File: src/rtl/fetch_pkg.sv
// fetch_pkg: types and line geometry shared by the fetch FSM and the instruction unpacker.
package fetch_pkg;
  typedef enum logic [1:0] {EMPTY, DRAIN, HALTED} unpack_state_t;
  localparam int LINE_BYTES = 64;
  localparam int INSTRS_PER_LINE = 16;
  localparam int LINE_OFFSET_BITS = 6;
endpackage

File: src/rtl/line_word_mux.sv
// line_word_mux: selects one instruction word of a cache line by index.
module line_word_mux import fetch_pkg::*; #(
  parameter int LINE_WIDTH = 512,
  parameter int INSTR_WIDTH = 32
) (
  input  logic [LINE_WIDTH-1:0]  line,
  input  logic [3:0]             idx,
  output logic [INSTR_WIDTH-1:0] word
);
  logic [INSTR_WIDTH-1:0] words [INSTRS_PER_LINE];
  for (genvar i = 0; i < INSTRS_PER_LINE; i++) begin : g_word
    assign words[i] = line[i*INSTR_WIDTH +: INSTR_WIDTH];
  end
  assign word = words[idx];
endmodule

File: src/rtl/instr_line_unpacker.sv
// instr_line_unpacker: holds one fetched line and emits its instructions one per cycle with their PCs.
module instr_line_unpacker import fetch_pkg::*; #(
  parameter int LINE_WIDTH = 512,
  parameter int INSTR_WIDTH = 32,
  parameter int ADDR_WIDTH = 64
) (
  input  logic                   clk,
  input  logic                   reset,
  input  logic                   line_valid,
  output logic                   line_ready,
  input  logic [LINE_WIDTH-1:0]  line_data,
  input  logic [ADDR_WIDTH-1:0]  line_pc,
  output logic                   instr_valid,
  input  logic                   instr_ready,
  output logic [INSTR_WIDTH-1:0] instr,
  output logic [ADDR_WIDTH-1:0]  instr_pc,
  output logic [ADDR_WIDTH-1:0]  next_line_pc,
  input  logic                   flush,
  output logic                   halt
);
  localparam logic [ADDR_WIDTH-1:0] LINE_MASK = ~ADDR_WIDTH'(LINE_BYTES - 1);
  unpack_state_t state;
  logic [LINE_WIDTH-1:0] line_q;
  logic [ADDR_WIDTH-1:0] base;
  logic [3:0] idx;
  logic [INSTR_WIDTH-1:0] word;
  logic zero, fire, accept;
  line_word_mux #(.LINE_WIDTH(LINE_WIDTH), .INSTR_WIDTH(INSTR_WIDTH)) u_mux (
    .line(line_q),
    .idx (idx),
    .word(word)
  );
  assign zero = word == '0;
  assign instr = word;
  assign instr_pc = base + ADDR_WIDTH'({idx, 2'b00});
  assign instr_valid = state == DRAIN && !zero && !flush;
  assign fire = instr_valid && instr_ready;
  // the last word's handshake frees the buffer in the same cycle, so a waiting line loads with no bubble
  assign line_ready = !reset && !flush && (state == EMPTY || (idx == 4'hF && fire));
  assign accept = line_valid && line_ready;
  always_ff @(posedge clk) begin
    if (reset) begin
      state <= EMPTY;
      line_q <= '0;
      base <= '0;
      idx <= '0;
      halt <= 1'b0;
      next_line_pc <= '0;
    end else if (flush && state != HALTED) begin
      state <= EMPTY;
    end else if (accept) begin
      line_q <= line_data;
      base <= line_pc & LINE_MASK;
      idx <= line_pc[LINE_OFFSET_BITS-1:2];
      next_line_pc <= (line_pc & LINE_MASK) + ADDR_WIDTH'(LINE_BYTES);
      state <= DRAIN;
    end else if (state == DRAIN && zero) begin
      state <= HALTED;
      halt <= 1'b1;
    end else if (fire) begin
      idx <= idx + 4'd1;
      state <= idx == 4'hF ? EMPTY : DRAIN;
    end
  end
endmodule

File: config.mk
export PLATFORM = sky130hd
export DESIGN_NAME = instr_line_unpacker
export DESIGN_NICKNAME = d
export VERILOG_FILES = /design/src/rtl/fetch_pkg.sv /design/src/rtl/line_word_mux.sv /design/src/rtl/instr_line_unpacker.sv
export SDC_FILE = /design/constraint.sdc
export NUM_CORES = 1
export LEC_CHECK = 0
export CORE_AREA = 4 4 286 288
export DETAILED_ROUTE_END_ITERATION = 8
export DIE_AREA = 0 0 290 292
export PLACE_DENSITY = 0.7
export SETUP_SLACK_MARGIN = 0.4
export SLEW_MARGIN = 20
export SYNTH_ARGS = -nofsm -noshare
export SYNTH_HDL_FRONTEND = slang
export SYNTH_SLANG_ARGS = --single-unit
File: constraint.sdc
create_clock -name clk -period 6.5 [get_ports clk]
set_input_delay 1.3 -clock clk [delete_from_list [all_inputs] [get_ports clk]]
set_output_delay 1.3 -clock clk [all_outputs]
set_load 0.02 [all_outputs]
==> impl_metrics.ini, run 1 <==
[power_and_ir_drop]
total_leakage_power_nw = 12.6
power_density_mw_per_mm2 = 257
vdd_ir_drop_max_mv = 0.193
design_power_total_mw = 9.70

[clock_network]
cts_tree = built
cts_root_buf = clkbuf_16
cts.clk_slew.worst_paths_ns = 0.06
cts-htree-levels = 3
cts.sinks = 635
clk-insertion-delay-late_ns = 0.61
cts_hold_buffers = 0
cts_inserted_buffers = 73
clock_tree.buffer_depth = 3

[logic_synthesis]
synthesis.yosys.warnings = 0
netlist_area_mm2 = 0.0270
synth.ff_latch_count = 635
synthCells = 3281
seq_area_frac_synth_pct = 47.1
edff_count_synth = 0
synth-async-reset-ratio_pct = 0
synth_flop_type = dfxtp_1
synth.distinct_cells = 53
syn_area_per_cell_um2 = 8.22

[die]
initial_standard_cell_utilization_of_the_core_pct = 34.2
core-area_mm2 = 0.0789
std_cell_rows = 103
design.die.area_mm2 = 0.0847
io-pin-count = 744
die_h_um = 292
die-width_um = 290

[sta]
clock.fmax_mhz = 166
final.hold.worst_slack_ns = 0.452
slew_viol_final = 0
layout_worst_path_cycle_share_pct = 92.5
worst_slew_pin_slew_ns = 1.21
final_hold_violating_endpoints = 0
worst_clock_skew_ns = 0.0377
setup_repair_after_global_routing_missed_its_margin = no
finalSetupTns_ns = 0
setup_violations = 0
timing.max_slew.rel_slack_pct = 19.6
finalCriticalPeriod_ns = 6.01

[critical_path]
r2r-start = idx[0]
cp_top_family = buffers and inverters
ff2ff_setup_slack_ns = 1.76
timing.critical_path.cells = buf_4 > mux4_2 > nor2_1 > a221oi_1 > nor4_1 > and4_1 > o2111a_2 > nor2_1 > clkdlybuf4s50_1
crit_path_max_fanout = 38
worstSetupPathDepth = 9
timing.critical_path.to_type = output port
critical_path.endpoint = instr_valid
timing.critical_path.slowest_cell_delay_ns = 0.69
startpoint_type = register
worst_ep_arrival_time_ns = 4.71
path_class = reg2out
timing.critical_path.required_ns = 5.20
critPathMostFrequentCell = nor2_1
path_buf_inv = 2
rr_worst_depth = 11
critical_path_launch_point = idx[2]
r2r-end = line_q[287]
crit_slowest_cell = clkdlybuf4s50_1

[detailed_routing]
via_count = 25600
drtIter0Drc = 1807
drtPass1Iterations = 8
wl_um = 106000
drcViolationCount = 0
viasPerCell = 5.11
wl_per_cell_um = 21.2
drtAntennaViolNets = 0

[place]
port_buffers = 733
hpwlAfterDp_um = 77600
gpl.final_weighted_congestion = 0.887
dpl.cell_count = 4850
postPlaceCellArea_mm2 = 0.0350

[global_route]
antenna_found_initial = 38
first_global_vias = 24900
grt_start_max_net_pins = 198
remaining_overflow_grt = 0
grt_util_all_layers_pct = 23.9
grt_pass1_wl_um = 156000

[final_layout]
final-instance-count-excl-fill = 5006
num-fill-cells = 7697
share_of_layout_cells_above_drive_strength_1_pct = 7.43
area_growth_syn_to_layout_pct = 39.9
finalNetCount = 4469
fin_area_mm2 = 0.0377

[min_path]
path_category_of_the_worst_min_delay_check = reg2reg
whs_path_depth = 2

[flow_run]
drv.max_cap_violation_count = 0

[outcome]
outcome = complete, no violations
## layout make-up
cell class | instances | area [µm²] | share of cell area [%]
timing repair buffer | 794 | 8080 | 21.4
clock buffer | 107 | 2220 | 5.88
sequential | 635 | 12700 | 33.7
antenna | 15 | 37.5 | 0.0994
multi-input combinational | 2375 | 13000 | 34.5
clock inverter | 23 | 327 | 0.865
inverter | 7 | 26.3 | 0.0696
tap | 1050 | 1310 | 3.48
## metal layers
layer,track usage (%),wire length (µm)
met5,0,150
met4,7.89,3230
met3,7.86,10500
met2,39.1,49700
met1,30.0,42700
## timing repair
action / 4_1_cts / 5_1_grt
setup buffers: 11 / 0
gates cloned: 0 / 0
resized for setup: 5 / 2
endpoints found under the setup margin: 2 / 2
## worst min-delay path: cells and delay by family, from the launching register on
family             cells  cell delay (ns)
AOI/OAI and AO/OA      1             0.05
DFF                    1             0.30
and+or+nand+nor        1             0.05
## Yosys cell counts (all sizes together), types with 14 or more instances
cell | number | area, µm²
a211oi | 54 | 405
a21oi | 574 | 2880
a22oi | 42 | 315
buf | 174 | 923
clkbuf | 97 | 368
dfxtp | 635 | 12700
mux2i | 81 | 811
mux4 | 89 | 2000
nand2 | 1185 | 4450
nand3 | 31 | 155
nand4 | 14 | 87.6
nor2 | 107 | 402
o21ai | 22 | 110
xnor2 | 23 | 201
xor2 | 36 | 315
## through the flow
step / utilization, % / setup slack [ns]
after floorplan: - / 1.86
after global placement: 44.3 / 0.629
after detailed placement: 44.3 / 0.584
after CTS: 47.8 / 0.433
after global routing: 47.8 / 0.405
final: 47.9 / 0.489
## how the worst min path moves through the flow
| stage | to | slack, ns | startpoint |
|---|---|---|---|
| 6_report | line_q[355] | 0.45 | line_q[355] |
| 3_3_place_gp | line_q[398] | 0.44 | line_q[398] |
| 3_5_place_dp | line_q[134] | 0.44 | line_q[134] |
| 5_1_grt | line_q[199] | 0.47 | line_q[199] |
| 4_1_cts | line_q[442] | 0.45 | line_q[442] |
| 2_1_floorplan | line_q[128] | 0.43 | line_q[128] |
## kinds of logic after synthesis
family	Yosys count	share of synthesized area, %
compound gates	738	15.2
xor+xnor	59	1.92
fa+ha+maj	2	0.0927
buf+inv	278	4.88
flops	635	47.1
mux	170	10.4
other cells	1	0.0139
simple gates	1398	20.4
## power by group
group	switching, mW	internal (mW)	total [mW]
registers	0.0768	4.03	4.10
clock network	1.70	2.62	4.32
logic	0.637	0.634	1.27
total	2.41	7.28	9.70
## cells in the final DEF (no fill, tap or decap), types with 6 or more instances in the layout
cell type	count
nand2_1	1185
clkdlybuf4s50_1	732
dfxtp_1	631
a21oi_1	573
nor2_1	107
mux4_2	89
mux2i_1	81
clkbuf_16	76
a211oi_1	54
a22oi_1	41
buf_4	37
xor2_1	36
nand3_1	31
xnor2_1	23
o21ai_0	22
clkbuf_8	20
buf_12	18
diode_2	15
nand4_1	14
a221oi_1	11
and3_1	11
clkbuf_1	11
nor3_1	9
a22o_1	8
o31ai_1	8
conb_1	8
clkinv_2	8
inv_1	7
or2_2	7
o22ai_1	6
bufinv_16	6
## sequential cells by signal, summed over array words and instances, names as in the netlist
signal        cells
idx               4
halt              1
line_q          512
state             2
next_line_pc     58
base             58
Note: power is estimated with default switching activity, not from simulation.
==> run 2, diff against run 1 <==
--- a/config.mk
+++ b/config.mk
@@ -8,9 +8,10 @@
 export CORE_AREA = 4 4 286 288
 export DETAILED_ROUTE_END_ITERATION = 8
 export DIE_AREA = 0 0 290 292
+export GPL_ROUTABILITY_DRIVEN = 0
 export PLACE_DENSITY = 0.7
 export SETUP_SLACK_MARGIN = 0.4
-export SLEW_MARGIN = 20
+export SLEW_MARGIN = 25
 export SYNTH_ARGS = -nofsm -noshare
 export SYNTH_HDL_FRONTEND = slang
 export SYNTH_SLANG_ARGS = --single-unit
==> run 2 against run 1 <==
  * Core utilization decreased by 0.16 points
  * Largest power group unchanged
  * Critical path type unchanged
  * Design area decreased by 0.33%
  * Final cell count decreased by 0.12%
  * Critical endpoint unchanged
==> impl_metrics.ini, run 2 (synthesized netlist as in run 1, its figures left out) <==
[outcome]
outcome = complete, no violations

[place]
postPlaceCellArea_mm2 = 0.0350
hpwlAfterDp_um = 77600
port_buffers = 733

[sta]
final.hold.worst_slack_ns = 0.451
layout_worst_path_cycle_share_pct = 91.6
setup_repair_after_global_routing_missed_its_margin = no
clock.fmax_mhz = 168
slew_viol_final = 0
finalCriticalPeriod_ns = 5.95
setup_violations = 0
timing.max_slew.rel_slack_pct = 24.8
finalSetupTns_ns = 0
final_hold_violating_endpoints = 0
worst_clock_skew_ns = 0.0414
worst_slew_pin_slew_ns = 1.13

[die]
io-pin-count = 744
initial_standard_cell_utilization_of_the_core_pct = 34.2
std_cell_rows = 103
die-width_um = 290
core-area_mm2 = 0.0789
die_h_um = 292
design.die.area_mm2 = 0.0847

[clock_network]
cts_root_buf = clkbuf_16
clk-insertion-delay-late_ns = 0.61
clock_tree.buffer_depth = 3
cts_tree = built
cts-htree-levels = 3
cts.sinks = 635
cts.clk_slew.worst_paths_ns = 0.06
cts_inserted_buffers = 74

[power_and_ir_drop]
internal_power_summed_over_all_cells_mw = 7.16
power_frac_comb_pct = 13.3
vdd_ir_drop_max_mv = 0.195
clockPowerShare_pct = 43.9
power.share.switching_pct = 25.3
net_switching_mw = 2.42
power_density_mw_per_mm2 = 255
share_seq_of_total_power_pct = 42.9
total_leakage_power_nw = 12.6

[final_layout]
regMostFlops = line_q
final_cell_mix = nand2_1, clkdlybuf4s50_1, dfxtp_1
finalNetCount = 4470
multi_input_logic_area_mm2 = 0.0130
ff_latch_area_mm2 = 0.0127
num-fill-cells = 7643
area_growth_syn_to_layout_pct = 39.5
final_common_cell = nand2_1
largestRegisters = line_q: 512 flops, base: 58 flops, next_line_pc: 58 flops
share_of_layout_cells_above_drive_strength_1_pct = 7.31
number_of_flip_flops_in_the_largest_register = 512
fin_area_mm2 = 0.0376

[detailed_routing]
drtPass1Iterations = 9
drtIter0Drc = 2028
via_count = 25600
wl_per_cell_um = 21.4
wl_um = 107000
drcViolationCount = 0
viasPerCell = 5.12
drtAntennaViolNets = 0

[critical_path]
timing.critical_path.required_ns = 5.20
startpoint_type = register
path_buf_inv = 2
timing.critical_path.cells = buf_4 > mux4_2 > nor2_1 > a221oi_1 > nor4_1 > and4_1 > o2111a_2 > nor2_1 > clkdlybuf4s50_1
crit_slowest_cell = clkdlybuf4s50_1
path_class = reg2out
worst_ep_arrival_time_ns = 4.65
timing.critical_path.slowest_cell_delay_ns = 0.69
critPathMostFrequentCell = nor2_1
cp_top_family = buffers and inverters
timing.critical_path.to_type = output port
crit_path_max_fanout = 38

[global_route]
antenna_found_initial = 35
grt_pass1_wl_um = 157000
first_global_vias = 25000
remaining_overflow_grt = 0
grt_start_max_net_pins = 198
grt_util_all_layers_pct = 24.1

[flow_run]
drv.max_cap_violation_count = 0

[min_path]
path_category_of_the_worst_min_delay_check = reg2reg
## run 2: cell count changes in the layout (fill, tap and decap cells not counted), moves of 3 or more
cell	before	now
diode_2	15	11
clkbuf_8	20	15
clkbuf_1	11	14
clkinv_2	8	12
## run 2: final cells by class
class | instances | share of cell area [%]
multi-input combinational | 2375 | 34.6
sequential | 635 | 33.8
timing repair buffer | 794 | 21.5
clock buffer | 104 | 5.68
tap | 1050 | 3.49
clock inverter | 24 | 0.788
antenna | 11 | 0.0732
inverter | 7 | 0.0698
## run 2: power by group through the flow
stage               combinational (mW)  sequential [mW]  clock, mW
finish                            1.27             4.11       4.20
floorplan                        0.541             4.20          0
CTS                               1.28             4.11       4.30
global placement                  1.24             4.19          0
detailed placement                1.24             4.20          0
global route                      1.36             4.12       4.43
## run 2: timing repair
item                                    CTS  global route
hold buffers                              0             0
endpoints found under the setup margin    2             2
setup buffers                            11             0
gates resized for setup                   4             3
## run 2: final timing paths
| check | to | startpoint | cells past startpoint | slack [ns] |
|---|---|---|---|---|
| setup / recovery | instr_valid | idx[2] | 9 | 0.55 |
| hold / removal | line_q[131] | line_q[131] | 2 | 0.45 |
| setup reg to reg | line_q[40] | idx[0] | 11 | 1.77 |
| hold reg to reg | line_q[131] | line_q[131] | 2 | 0.45 |
## run 2: tightest hold or removal path, cell delays in order (launching register included)
cell	delay, ns
dfxtp_1	0.30
nand2_1	0.05
a21oi_1	0.05
## run 2: per-layer routing
metal	global-route usage (%)	part of all wire [%]
met1	29.8	40
met2	39.7	47
met3	7.94	9.5
met4	7.89	3.2
met5	0	0.13
## run 2: stage by stage
step | setup slack (ns) | utilization, % | std cells | total power [mW]
after floorplan | 1.86 | - | 3288 | 4.74
after global placement | 0.629 | 44.3 | 4850 | 5.43
after detailed placement | 0.586 | 44.3 | 4850 | 5.44
after CTS | 0.444 | 47.7 | 4989 | 9.68
after global routing | 0.422 | 47.7 | 4993 | 9.91
final | 0.547 | 47.7 | 5000 | 9.58
==> run 3, diff against run 2 <==
==> constraint.sdc (replaced) <==
create_clock -name clk -period 7.3 [get_ports clk]
set_input_delay 1.46 -clock clk [delete_from_list [all_inputs] [get_ports clk]]
set_output_delay 1.46 -clock clk [all_outputs]
set_load 0.02 [all_outputs]
==> run 3 against run 2 <==
  * Power fell by 11%
  * Final cell count is essentially flat
  * Sequential cell count unchanged
  * Non-clock buffer count shrank 9
  * Critical path depth up 2
  * Core utilization down 0.24 points
  * Routed wire length is 0.15% higher
  * Via count up 0.11%
  * Clock-buffer cell count grew 2
  * Hold slack improved by 0.0016 ns
  * Critical endpoint is now line_ready
  * Combinational power shrank 13%
  * Highest routed layer unchanged
  * First-iteration DRC count rose by 0.49%
==> impl_metrics.ini, run 3 (synthesized netlist as in run 1, its figures left out) <==
[die]
std_cell_rows = 103
initial_standard_cell_utilization_of_the_core_pct = 34.2
io-pin-count = 744
core-area_mm2 = 0.0789
die_h_um = 292
die-width_um = 290
design.die.area_mm2 = 0.0847

[global_route]
grt_util_all_layers_pct = 24.0
remaining_overflow_grt = 0
grt_pass1_wl_um = 156000
antenna_found_initial = 45
first_global_vias = 24700
grt_start_max_net_pins = 213

[power_and_ir_drop]
net_switching_mw = 2.15
power_frac_comb_pct = 13.0
share_seq_of_total_power_pct = 43.2
vdd_ir_drop_max_mv = 0.173
clockPowerShare_pct = 43.8
power_density_mw_per_mm2 = 227
design_power_total_mw = 8.49
total_leakage_power_nw = 12.5
power.share.switching_pct = 25.4
internal_power_summed_over_all_cells_mw = 6.34

[sta]
setup_violations = 0
worst_slew_pin_slew_ns = 1.44
finalSetupTns_ns = 0
slew_viol_final = 0
final_hold_violating_endpoints = 0
worst_clock_skew_ns = 0.0308
timing.max_slew.rel_slack_pct = 4.06
finalCriticalPeriod_ns = 6.57
clock.fmax_mhz = 152
layout_worst_path_cycle_share_pct = 90.0
final_critical_path_setup_slack_ns = 0.729
setup_repair_after_global_routing_missed_its_margin = no

[final_layout]
number_of_flip_flops_in_the_largest_register = 512
finalNetCount = 4460
layout.core_utilization_pct = 47.5
final_common_cell = nand2_1
final_cell_mix = nand2_1, clkdlybuf4s50_1, dfxtp_1
largestRegisters = line_q: 512 flops, base: 58 flops, next_line_pc: 58 flops
share_of_layout_cells_above_drive_strength_1_pct = 6.94
final-instance-count-excl-fill = 4998
regMostFlops = line_q
num-fill-cells = 7618
area_growth_syn_to_layout_pct = 38.8

[critical_path]
path_class = reg2out
crit_path_max_fanout = 41
timing.critical_path.to_type = output port
timing.critical_path.required_ns = 5.84
worst_ep_arrival_time_ns = 5.11
startpoint_type = register

[place]
hpwlAfterDp_um = 77900
dpl.cell_count = 4851
port_buffers = 733
dpl_worst_slack_ns = 0.609

[clock_network]
cts.clk_slew.worst_paths_ns = 0.06
clock_tree.buffer_depth = 3
cts.sinks = 635
cts_inserted_buffers = 72
cts-htree-levels = 3
cts_tree = built
cts_root_buf = clkbuf_16
clk-insertion-delay-late_ns = 0.61

[detailed_routing]
drtPass1Iterations = 7
viasPerCell = 5.13
wl_per_cell_um = 21.5
wl_um = 107000
drtAntennaViolNets = 0
drcViolationCount = 0
via_count = 25600
drtIter0Drc = 2038

[flow_run]
drv.max_cap_violation_count = 0

[outcome]
outcome = complete, no violations

[min_path]
path_category_of_the_worst_min_delay_check = reg2reg
## run 3: changes by cell type in the layout (fill, tap and decap cells not counted), moves of 2 or more
cell,before,now
clkinvlp_4,1,3
buf_4,37,39
buf_12,18,12
buf_6,4,0
clkinv_2,12,7
a22oi_2,2,0
a22oi_1,40,42
diode_2,11,17
clkbuf_1,14,18
## run 3: cell type report
| cell class | count | area [µm²] | area share [%] |
|---|---|---|---|
| Tap cell | 1050 | 1310 | 3.51 |
| Inverter | 7 | 26.3 | 0.0702 |
| Clock inverter | 22 | 297 | 0.792 |
| Sequential cell | 635 | 12700 | 34.0 |
| Multi-Input combinational cell | 2376 | 13000 | 34.8 |
| Timing Repair Buffer | 785 | 7900 | 21.1 |
| Antenna cell | 17 | 42.5 | 0.114 |
| Clock buffer | 106 | 2110 | 5.64 |
## run 3: metrics by stage
stage / instance area [µm²] / hold WS (ns)
floorplan: 27000 / 0.433
global placement: 34900 / 0.439
detailed placement: 34900 / 0.444
CTS: 37400 / 0.452
global route: 37400 / 0.468
finish: 37400 / 0.452
## run 3: path summary, 6_finish.rpt
path                             startpoint           to  slack (ns)  cells past startpoint
worst min register to register  line_q[394]  line_q[394]        0.45                      2
worst max-delay path                 idx[1]   line_ready        0.73                     11
worst min-delay path            line_q[394]  line_q[394]        0.45                      2
worst max register to register       idx[1]  line_q[137]        2.01                     11
## run 3: repair_timing
| action | 4_1_cts | 5_1_grt |
|---|---|---|
| setup buffers | 0 | 1 |
| pin swaps | 0 | 0 |
| endpoints found under the hold margin | 0 | 0 |
| resized for setup | 1 | 0 |
| hold buffers | 0 | 0 |
| gates cloned | 1 | 0 |
| setup endpoints to repair | 2 | 1 |
## run 3: power by group through the flow
| stage | sequential, mW | combinational (mW) | clock (mW) |
|---|---|---|---|
| final | 3.67 | 1.10 | 3.72 |
| after global routing | 3.68 | 1.18 | 3.92 |
| after CTS | 3.67 | 1.10 | 3.79 |
| after detailed placement | 3.75 | 1.09 | 0 |
| after global placement | 3.74 | 1.09 | 0 |
| after floorplan | 3.74 | 0.481 | 0 |
## run 3: worst max-delay path, stage by stage, from the launching register on
cell and delay [ns]:
dfxtp_4 0.86, nor2b_4 0.67, buf_4 0.36, a22o_1 0.33
o22ai_1 0.13, nor4_2 0.45, buf_4 0.20, and4_1 0.25
o2111a_1 0.37, o21ai_0 0.12, and3b_1 0.19, clkdlybuf4s50_1 0.55
## run 3: routing by layer
layer  share of wire [%]  GRT usage [%]  wire length [µm]
met5                0.15              0               163
met4                 3.3           8.11              3560
met1                  40           30.3             43200
met2                  46           38.8             49800
met3                 9.7           7.69             10400
